<file path="src/rtl/d_sink_counter.sv">
// Sink stage: round-robin drain of the D0/D1 FIFOs, one-cycle capture of the popped
// word, and saturating per-{destination, vc} word counters with idle-gated read-back.
module d_sink_counter #(
    parameter int BW = 6,
    parameter int CW = 5
) (
    input  logic          clk,
    input  logic          reset_L,
    input  logic          pop_en,
    input  logic          D0_empty,
    input  logic          D1_empty,
    input  logic [BW-1:0] D0_data_out,
    input  logic [BW-1:0] D1_data_out,
    input  logic          idle,
    input  logic          req,
    input  logic [1:0]    idx,
    output logic          D0_rd,
    output logic          D1_rd,
    output logic [BW-1:0] out_data,
    output logic          out_dest,
    output logic          out_valid,
    output logic [CW-1:0] data,
    output logic          valid
);

    localparam logic [CW-1:0] CNT_MAX = {CW{1'b1}};

    // last_grant: 0 = D0, 1 = D1. Resets to D1 so D0 wins the first tie.
    logic          last_grant;
    logic          pend_valid;
    logic          pend_src;
    logic [BW-1:0] cap_word;
    logic [1:0]    cap_class;
    logic [CW-1:0] cnt [4];

    always_comb begin
        D0_rd = 1'b0;
        D1_rd = 1'b0;
        if (reset_L && pop_en) begin
            if (!D0_empty && !D1_empty) begin
                if (last_grant) D0_rd = 1'b1;
                else            D1_rd = 1'b1;
            end else if (!D0_empty) begin
                D0_rd = 1'b1;
            end else if (!D1_empty) begin
                D1_rd = 1'b1;
            end
        end
    end

    // The popped FIFO presents its word one cycle after rd, i.e. while pend_valid is set.
    always_comb begin
        cap_word  = pend_src ? D1_data_out : D0_data_out;
        cap_class = {pend_src, cap_word[BW-1]};
    end

    always_ff @(posedge clk or negedge reset_L) begin
        if (!reset_L) begin
            last_grant <= 1'b1;
            pend_valid <= 1'b0;
            pend_src   <= 1'b0;
        end else begin
            if (D0_rd)      last_grant <= 1'b0;
            else if (D1_rd) last_grant <= 1'b1;
            pend_valid <= D0_rd | D1_rd;
            pend_src   <= D1_rd;
        end
    end

    always_ff @(posedge clk or negedge reset_L) begin
        if (!reset_L) begin
            out_data  <= '0;
            out_dest  <= 1'b0;
            out_valid <= 1'b0;
        end else if (pend_valid) begin
            out_data  <= cap_word;
            out_dest  <= pend_src;
            out_valid <= 1'b1;
        end else begin
            out_valid <= 1'b0;
        end
    end

    always_ff @(posedge clk or negedge reset_L) begin
        if (!reset_L) begin
            for (int i = 0; i < 4; i++) cnt[i] <= '0;
        end else if (pend_valid) begin
            for (int i = 0; i < 4; i++) begin
                if (cap_class == 2'(i) && cnt[i] != CNT_MAX) cnt[i] <= cnt[i] + CW'(1);
            end
        end
    end

    // Read-back handshake: a request sampled with req=1 and idle=1 on an edge yields
    // valid=1 for exactly the following cycle, with data = the counter value seen on
    // that edge (before any same-edge increment); otherwise valid=0 and data holds.
    always_ff @(posedge clk or negedge reset_L) begin
        if (!reset_L) begin
            data  <= '0;
            valid <= 1'b0;
        end else if (req && idle) begin
            data  <= cnt[idx];
            valid <= 1'b1;
        end else begin
            valid <= 1'b0;
        end
    end

endmodule

</file>
<file path="config.mk">
export PLATFORM = sky130hd
export DESIGN_NAME = d_sink_counter
export DESIGN_NICKNAME = d
export VERILOG_FILES = /design/src/rtl/d_sink_counter.sv
export SDC_FILE = /design/constraint.sdc
export NUM_CORES = 1
export LEC_CHECK = 0
export ABC_CLOCK_PERIOD_IN_PS = 3000
export BUFFER_PORTS_ARGS = -buffer_cell sky130_fd_sc_hd__buf_2
export CAP_MARGIN = 20
export CORE_ASPECT_RATIO = 1.5
export CORE_MARGIN = 8
export CORE_UTILIZATION = 48
export CTS_CLUSTER_DIAMETER = 80
export DETAILED_ROUTE_END_ITERATION = 12
export GPL_TIMING_DRIVEN = 1
export PLACE_DENSITY = 0.72
export SLEW_MARGIN = 20
export SYNTH_ARGS = -nofsm -noshare
export SYNTH_HDL_FRONTEND = slang
export SYNTH_SLANG_ARGS = --single-unit
</file>
<file path="constraint.sdc">
create_clock -name clk -period 3 [get_ports clk]
set_input_delay 0.15 -clock clk [delete_from_list [all_inputs] [get_ports clk]]
set_output_delay 0.15 -clock clk [all_outputs]
set_load 0.01 [all_outputs]
</file>
==> metrics.cfg <==
[pwr]
p_clk_frac=0.251
internal_power_w=0.0009163
p_seq_frac=0.547
power_density_nw_per_um2=635.2
p_comb_frac=0.202
vdd_drop_max_v=0.0003697
swShare=0.2974
p_sw_w=0.0003879
p_leak_nw=1.044

[setup_path]
path_depth=6
r2r_cells=5
critPathMaxStageDelay_ns=0.52
rr_endpoint=cnt[19]
cp_top_family=buffers and inverters
timing.rr.start=cnt[15]
critPathBufInv=4
worstPathCellList=dlygate4sd3_1 -> buf_2 -> buf_4 -> nand2_1 -> nor3_1 -> buf_2
crit_path_start=reset_L
slowest_stage=dlygate4sd3_1
ff2ff_setup_slack_ns=1.08
crit_top_cell=buf_2
end_kind=primary output
setup.worst_path.end=D1_rd
cp-start-kind=primary input
cp.arrival_ns=1.78
worstSetupPathType=primary input to primary output
cp_max_fo=38
cp_data_required_time_ns=2.85

[timing]
setup_viol=0
clock_skew_ns=0.005026
finalCriticalPeriod_ns=1.926
tightest_slew_ns=0.6314
slew_headroom=0.5791
finalMaxSlewViolations=0
rsz0062_at_grt=no
hold_viol_final=0
setup_tns_ns=0
fmax_ghz=0.5193
finalCritPeriodShare=0.6419

[floorplanning]
core_um2=3581
die_area_um2=5845
start_util=0.4857
die_x_um=65.15
rows=27
die_h_um=89.72
ios=37

[detailed_routing]
first_pass_iters=4
drt_iter0_drc=41
wl_per_cell_um=16.70
viasPerCell=5.425
drc=0
postRouteAntennaNets=0
vias=1161
wl_um=3574

[logic_synthesis]
yosys-top-cells-area=dfrtp_1 52%, mux2_2 7.8%, mux4_1 7.6%
synth.distinct_cells=26
netlist_area_um2=1739
synth_cells=128
syn_nets=157
ys_ff_latch=37
synth_top_area_frac=0.5180
ys_seq_area_frac=0.5331
ys_warn_count=0
synth_area_per_cell_um2=13.59
synth_area_leader_cell=dfrtp_1

[final_layout]
drive_gt1_frac=0.3509
design_area_um2=2053
multi_input_area_um2=788.3
ff_latch_area_um2=927.1
fillers=322
nets=199
n_antenna_cell=0
area_growth_pct=18.06
mostFrequentLayoutCells=36 x dfrtp_1, 36 x buf_2, 12 x nand2_1, 12 x mux2_2, 9 x xnor2_1

[worst_hold_path]
hold_class=primary input to flop
hp-start=D1_empty

[cts]
ctsResizeCount=0
holdBufCountCts=1
cts_sinks=37
cts_tree=done
htreeDepth=2
insertion_delay_ns=0.29
root_buffer=clkbuf_8
clockBufferDepth=2
cts_setup_buffers=0
path_clk_slew_ns=0.07
cts_made_buffers=5

[global_routing]
gr-total-overflow=0
antenna_found_initial=0
grt_pass1_wl_um=5899
grt_max_degree=39
grt_pass1_vias=1243
grt_usage=0.1302

[placed_design]
gp_congestion=0.8446
placed_cell_area_um2=1961
io_buffers=36
dp_hpwl_um=2701

[run]
drv_cap=0

[run_status]
status=finished, final reports clean

==> logic make-up after synthesis <==
family,synth area share
buffers and inverters,0.01366
adders and majority gates,0.05756
muxes,0.1878
and+or+nand+nor,0.1201
AOI/OAI and AO/OA,0.02733
DFF,0.5331
xor gates and xnor gates,0.06044
==> cells in the mapped netlist (all sizes together) <==
cell type / number
a21oi: 7
and3: 4
and4b: 1
and4bb: 2
buf: 2
clkbuf: 1
dfrtp: 36
dfstp: 1
ha: 8
inv: 1
mux2: 12
mux2i: 6
mux4: 5
nand2: 12
nand4: 4
nand4b: 1
nor2: 7
nor2b: 1
nor3: 2
nor4b: 1
o21ai: 1
o31ai: 1
xnor2: 9
xor2: 3
==> cell type report <==
type | count | area share
well taps | 43 | 0.02620
inverters | 1 | 0.001828
repair buffers | 38 | 0.09628
flip-flops and latches | 37 | 0.4516
clock buffers | 6 | 0.03534
multi-input cells | 87 | 0.3839
clock inverters | 2 | 0.004875
==> routing by layer <==
metal,wire length (um),share of wire,vias up,global-route usage
li1,-,-,549,-
met1,1368,0.38,575,0.1342
met2,1896,0.53,30,0.2223
met3,240,0.067,7,0.04596
met4,68,0.019,0,0.06764
met5,0,0,-,0
==> flip-flops by register name, indices dropped and copies added (netlist names) <==
register and cells:
cnt 20, out_data 6, data 5, last_grant 1
out_dest 1, out_valid 1, pend_src 1, pend_valid 1
valid 1
==> metrics by stage <==
step	power, W	hold slack [ns]	setup slack (ns)	util	cells
finish	0.001304	0.05318	1.074	0.5734	214
global route	0.001379	0.05392	0.9038	0.5734	214
CTS	0.001323	0.04369	1.018	0.5734	214
detailed placement	0.0009878	0.2222	1.104	0.5475	205
global placement	0.0009602	0.2151	1.192	0.5475	205
floorplan	0.0008582	-0.1456	1.230	-	128
==> how the worst min path moves through the flow <==
stage,to,slack (ns),cells after the start
CTS,last_grant,0.04,2
floorplan,cnt[0],-0.15,0
global route,last_grant,0.05,2
detailed placement,out_data[4],0.22,2
finish,last_grant,0.05,2
global placement,out_data[3],0.22,2
==> power groups by stage <==
stage	Clock [W]	Sequential [W]	Combinational, W
after CTS	0.000341	0.000712	0.000270
after floorplan	0	0.000699	0.000160
after global placement	0	0.000711	0.000250
after detailed placement	0	0.000720	0.000268
after global routing	0.000360	0.000727	0.000292
final	0.000328	0.000713	0.000264
Power figures use the tool's default switching activity.
